## src/rtl/alu_pkg.sv

```systemverilog
// Shared ALU definitions: slice width, sequencer state encoding and op-select codes.
package alu_pkg;

  // Width of one adder slice; operands are a whole number of slices.
  localparam int SLICE_W = 16;

  // Sequencer states.
  typedef enum logic [1:0] {
    IDLE = 2'd0,
    ADD  = 2'd1,
    DONE = 2'd2
  } state_t;

  // Values of the sub input.
  localparam logic OP_ADD = 1'b0;
  localparam logic OP_SUB = 1'b1;

endpackage

```

## src/rtl/cla_16_bit.sv

```systemverilog
// 16-bit two-level carry-lookahead adder: four 4-bit groups with a group lookahead stage.
// Group propagate/generate are exported so slices can be cascaded in a larger lookahead tree.
module cla_16_bit (
  input  logic [15:0] a,
  input  logic [15:0] b,
  input  logic        cin,
  output logic [15:0] sum,
  output logic        cout,
  output logic        p_grp,
  output logic        g_grp
);

  logic [15:0] p;
  logic [15:0] g;
  logic [15:0] c;
  logic [3:0]  gp;
  logic [3:0]  gg;
  logic [4:0]  gc;

  assign p = a ^ b;
  assign g = a & b;

  // Per-group propagate and generate.
  always_comb begin
    for (int j = 0; j < 4; j++) begin
      gp[j] = &p[4*j +: 4];
      gg[j] = g[4*j+3]
            | (p[4*j+3] & g[4*j+2])
            | (&p[4*j+2 +: 2] & g[4*j+1])
            | (&p[4*j+1 +: 3] & g[4*j]);
    end
  end

  // Second-level lookahead: carry into each group computed directly from cin.
  assign gc[0] = cin;
  assign gc[1] = gg[0] | (gp[0] & cin);
  assign gc[2] = gg[1] | (gp[1] & gg[0]) | (&gp[1:0] & cin);
  assign gc[3] = gg[2] | (gp[2] & gg[1]) | (&gp[2:1] & gg[0]) | (&gp[2:0] & cin);

  assign p_grp = &gp;
  assign g_grp = gg[3] | (gp[3] & gg[2]) | (&gp[3:2] & gg[1]) | (&gp[3:1] & gg[0]);
  assign gc[4] = g_grp | (p_grp & cin);
  assign cout  = gc[4];

  // Bit carries inside each group, looked ahead from that group's carry-in.
  always_comb begin
    for (int j = 0; j < 4; j++) begin
      c[4*j]   = gc[j];
      c[4*j+1] = g[4*j] | (p[4*j] & gc[j]);
      c[4*j+2] = g[4*j+1] | (p[4*j+1] & g[4*j]) | (&p[4*j +: 2] & gc[j]);
      c[4*j+3] = g[4*j+2] | (p[4*j+2] & g[4*j+1]) | (&p[4*j+1 +: 2] & g[4*j])
               | (&p[4*j +: 3] & gc[j]);
    end
  end

  assign sum = p ^ c;

endmodule

```

## src/rtl/cla_seq_adder_ctrl.sv

```systemverilog
// Multi-cycle WORDS x 16-bit add/subtract built on a single cla_16_bit slice.
// One slice per cycle, least-significant first; the slice carry is registered between cycles.
module cla_seq_adder_ctrl
  import alu_pkg::*;
#(
  parameter int WORDS = 4
) (
  input  logic                     clk,
  input  logic                     rst,
  input  logic                     start,
  input  logic                     sub,
  input  logic                     cin,
  input  logic [SLICE_W*WORDS-1:0] in_a,
  input  logic [SLICE_W*WORDS-1:0] in_b,
  output logic                     busy,
  output logic                     done,
  output logic [SLICE_W*WORDS-1:0] sum,
  output logic                     cout,
  output logic                     ovf
);

  localparam int              W        = SLICE_W * WORDS;
  localparam int              IDXW     = $clog2(WORDS);
  localparam logic [IDXW-1:0] LAST_IDX = IDXW'(WORDS - 1);

  state_t          state_q;
  state_t          state_d;
  logic [IDXW-1:0] idx_q;
  logic            carry_q;
  logic [W-1:0]    a_q;
  logic [W-1:0]    b_q;
  logic            accept;
  logic            last;
  logic [15:0]     cla_a;
  logic [15:0]     cla_b;
  logic [15:0]     cla_sum;
  logic            cla_cout;

  // State register.
  always_ff @(posedge clk or negedge rst) begin
    // NOTE: clocked state always uses non-blocking (<=) so every register sees pre-edge values.
    if (!rst) state_q <= IDLE;
    else      state_q <= state_d;
  end

  // Next state, accept strobe and last-slice flag.
  always_comb begin
    // NOTE: every output of this block gets a default first, so no path can infer a latch.
    state_d = state_q;
    accept  = 1'b0;
    last    = 1'b0;
    case (state_q)
      IDLE: begin
        if (start) begin
          accept  = 1'b1;
          state_d = ADD;
        end
      end
      ADD: begin
        if (idx_q == LAST_IDX) begin
          last    = 1'b1;
          state_d = DONE;
        end
      end
      DONE: begin
        // A start in the done cycle is taken immediately for back-to-back issue.
        if (start) begin
          accept  = 1'b1;
          state_d = ADD;
        end else begin
          state_d = IDLE;
        end
      end
      default: state_d = IDLE;
    endcase
  end

  assign busy = (state_q == ADD);
  assign done = (state_q == DONE);

  // Current slice of each operand register feeds the shared adder.
  assign cla_a = a_q[int'(idx_q)*SLICE_W +: SLICE_W];
  assign cla_b = b_q[int'(idx_q)*SLICE_W +: SLICE_W];

  // Group P/G are only useful when cascading slices combinationally, which this block does not do.
  cla_16_bit u_slice (
    .a     (cla_a),
    .b     (cla_b),
    .cin   (carry_q),
    .sum   (cla_sum),
    .cout  (cla_cout),
    .p_grp (),
    .g_grp ()
  );

  // Operand capture on accept, then slice-by-slice write-back of sum and carry chaining.
  always_ff @(posedge clk or negedge rst) begin
    if (!rst) begin
      // NOTE: the operand registers are plain flops rather than a memory array, so they take
      // the async reset like every other register and an aborted operation leaves nothing behind.
      a_q     <= '0;
      b_q     <= '0;
      idx_q   <= '0;
      carry_q <= 1'b0;
      sum     <= '0;
      cout    <= 1'b0;
      ovf     <= 1'b0;
    end else if (accept) begin
      a_q     <= in_a;
      b_q     <= (sub == OP_SUB) ? ~in_b : in_b;
      carry_q <= (sub == OP_SUB) ? 1'b1 : cin;
      idx_q   <= '0;
    end else if (state_q == ADD) begin
      sum[int'(idx_q)*SLICE_W +: SLICE_W] <= cla_sum;
      carry_q <= cla_cout;
      if (last) begin
        cout <= cla_cout;
        // Signed overflow: operands agree in sign but the result does not.
        ovf  <= (a_q[W-1] == b_q[W-1]) && (cla_sum[SLICE_W-1] != a_q[W-1]);
      end else begin
        idx_q <= idx_q + 1'b1;
      end
    end
  end

endmodule

```

## config.mk

```make
export PLATFORM = sky130hd
export DESIGN_NAME = cla_seq_adder_ctrl
export DESIGN_NICKNAME = d
export VERILOG_FILES = /design/src/rtl/alu_pkg.sv /design/src/rtl/cla_16_bit.sv /design/src/rtl/cla_seq_adder_ctrl.sv
export SDC_FILE = /design/constraint.sdc
export NUM_CORES = 1
export LEC_CHECK = 0
export CAP_MARGIN = 20
export CORE_ASPECT_RATIO = 0.75
export CORE_MARGIN = 2
export CORE_UTILIZATION = 51
export DETAILED_ROUTE_END_ITERATION = 16
export PLACE_DENSITY = 0.78
export SYNTH_ARGS = -nofsm -noshare
export SYNTH_HDL_FRONTEND = slang
export SYNTH_SLANG_ARGS = --single-unit
```

## constraint.sdc

```tcl
create_clock -name clk -period 4.03 [get_ports clk]
set_input_delay 0.403 -clock clk [delete_from_list [all_inputs] [get_ports clk]]
set_output_delay 0.403 -clock clk [all_outputs]
set_load 0.02 [all_outputs]
```

==> impl_metrics.json <==
{
  "slew_viol_final": 0,
  "yosysTopAreaCell": "dfrtp_1",
  "p_leak_nw": 5.514,
  "fmax_mhz": 264.7,
  "gr-total-overflow": 0,
  "path_class": "reg2reg",
  "timing_hold_violations_final": 0,
  "ys.flop_type": "dfrtp_1",
  "grt_use_met1_pct": 37.29,
  "timing.setup.tns_ns": 0,
  "antenna_found_initial": 0,
  "synth_area_um2": 9360,
  "async_flop_share_pct": 100.0,
  "crit_family": "compound AO/OA/AOI/OAI gates",
  "synth_top_area_share_pct": 53.20,
  "core_area_um2": 17810,
  "die_area_um2": 19460,
  "rsz0062_at_grt": "false",
  "crit_required_ns": 4.33,
  "numCtsBuffers": 17,
  "ios": 201,
  "cts_sinks": 199,
  "final_common_cell": "nand2_1",
  "layout_common_cells": "nand2_1 (293), clkdlybuf4s50_1 (198), dfrtp_1 (197)",
  "startpoint_type": "register",
  "worst-endpoint-arrival_ns": 4.08,
  "finalCritPeriodShare_pct": 93.76,
  "synth_edf_count": 0,
  "end_kind": "register",
  "port-buffer-count": 200,
  "drv_cap": 0,
  "drtPass1Iterations": 5,
  "grt_util_all_layers_pct": 25.28,
  "clk_latency_ns": 0.44,
  "cts_max_path_buffers": 2,
  "yosys_warnings": 0,
  "critPathMaxFanout": 16,
  "ant_nets": 0,
  "dp_hpwl_um": 17070,
  "path_clk_slew_ns": 0.07,
  "post_cts_buffers": 0,
  "p_per_area_nw_per_um2": 865.1,
  "post_synth.cell_area_avg_um2": 10.56,
  "dp_slack_ns": 0.2595,
  "root_buffer": "clkbuf_16",
  "use_met2_pct": 38.36,
  "regToRegStartpoint": "idx_q[0]",
  "regToRegEndpoint": "sum[29]",
  "met3_usage_pct": 5.332,
  "grt_max_degree": 134,
  "die-width_um": 160.4,
  "post_synth_num_cell_types": 46,
  "diodes": 0,
  "critPathBufInv": 1,
  "cts_tree": "built",
  "fp-row-count": 42,
  "area_growth_pct": 30.66,
  "skew_ns": 0.009029,
  "crit_slowest_cell": "dfrtp_2",
  "ys_top_cells_by_area": "dfrtp_1 (53%), nand2_1 (12%), mux4_2 (7.7%)",
  "synth_nets": 1045,
  "drc": 0,
  "slowest_delay_ns": 0.69,
  "busiest_layer": "met2",
  "setup_slack_ns": 0.2514,
  "synth-seq-area-share_pct": 53.20,
  "rr_worst_depth": 10,
  "status": "finished clean",
  "maxSlewHeadroom_pct": 36.29,
  "die_h_um": 121.3,
  "num-nets-final": 1228,
  "fin_crit_ns": 3.779,
  "setup_viol": 0,
  "reg2reg_slack_ns": 0.25,
  "hp-class": "in2async",
  "grt_pass1_wl_um": 37740,
  "worst_ir_drop_vdd_mv": 0.4805,
  "drive_gt1_share_pct": 9.057,
  "critPathMostFrequentCell": "a21o_1",
  "cp_cell_sequence": "buf_4, mux4_2, ha_1, a21o_1, a21o_1, a221oi_4, nand2_1, fa_1, xnor2_1, o21ai_0",
  "ys_seq_elements": 199,
  "initial_utilization_pct": 52.54,
  "vias": 7111,
  "syn_inst": 886,
  "wl_um": 23600,
  "drt_iter0_markers": 590,
  "grt_pass1_vias": 6945,
  "tightest_slew_ns": 0.9556,
  "viasPerCell": 5.371,
  "wl_per_cell_um": 17.82,
  "place.gp.congestion": 0.8421,
  "h-tree-depth": 4
}
logic make-up after synthesis:
logic type      Yosys count  share of synthesized area (%)
fa+ha+maj                26                          3.796
simple gates            332                          14.09
xor+xnor                 75                          7.098
mux                      34                          7.967
buf+inv                  58                          2.500
flops                   199                          53.20
compound gates          162                          11.35
area by class of cell:
cell class                      count  area [um2]
Fill cell                        1307        5584
Sequential cell                   199        4982
Multi-Input combinational cell    629        4161
Timing Repair Buffer              212        2153
Clock buffer                       17       425.4
Tap cell                          242       302.8
Clock inverter                     15       167.7
Inverter                           10       37.54
metal layers:
metal / wire [um] / up-vias / share of wire (%)
met5: 0 / - / 0
met3: 1525 / 26 / 6.5
met1: 11210 / 3458 / 47
li1: - / 3363 / -
met4: 375 / 0 / 1.6
met2: 10490 / 264 / 44
repair_timing:
item	4_1_cts	5_1_grt
hold endpoints to repair	0	12
hold buffers	0	1
gates resized for setup	0	0
power breakdown:
part           internal (W)  leakage [nW]  total (W)  switching [W]
Clock              0.000929         0.279    0.00172       0.000793
Combinational       0.00227          2.68    0.00548        0.00321
Sequential          0.00280          2.55    0.00338       0.000577
Total               0.00600          5.51     0.0106        0.00458
registers in the layout, summed over array words and instances (netlist names):
| name | count |
|---|---|
| a_q | 64 |
| b_q | 64 |
| sum | 64 |
| idx_q | 2 |
| state_q | 2 |
| carry_q | 1 |
| cout | 1 |
| ovf | 1 |
worst register-to-register path, delay by kind of cell (launching register included):
| kind | cells | cell delay (ns) |
|---|---|---|
| buffers and inverters | 1 | 0.32 |
| DFF | 1 | 0.69 |
| muxes | 1 | 0.53 |
| AOI/OAI and AO/OA | 4 | 0.97 |
| and+or+nand+nor | 1 | 0.12 |
| xor gates and xnor gates | 1 | 0.28 |
| adders and majority gates | 2 | 0.74 |
synth_stat cells, types with 4 or more instances:
master and instances:
inv_1 8, o21ai_0 94, xnor2_1 71, fa_1 4
nor2_1 17, a22o_1 40, dfrtp_1 199, nand2_1 293
mux4_2 32, nand3_1 4, ha_1 22, nand2b_1 4
buf_2 13, a21oi_1 6, clkbuf_1 33
worst max-delay path by stage:
| stage | start | endpoint | slack (ns) | cells after the start |
|---|---|---|---|---|
| after CTS | idx_q[0] | sum[29] | 0.21 | 10 |
| after floorplan | idx_q[0] | sum[13] | 0.60 | 11 |
| after global placement | idx_q[0] | sum[13] | 0.33 | 10 |
| after detailed placement | idx_q[0] | sum[29] | 0.26 | 10 |
| final | idx_q[0] | sum[29] | 0.25 | 10 |
| after global routing | idx_q[0] | sum[29] | 0.01 | 10 |
stage by stage:
step	hold WS, ns	cells	util [%]	instance area, um2	total power [W]
4_1_cts	0.1786	1322	68.44	12190	0.01054
2_1_floorplan	0.1074	886	-	9360	0.006904
5_1_grt	0.3664	1324	68.65	12230	0.01126
3_5_place_dp	0.4572	1290	65.11	11600	0.008785
3_3_place_gp	0.4550	1290	65.11	11600	0.008622
6_report	0.3552	1324	68.65	12230	0.01058
Note: power is estimated with default switching activity, not from simulation.
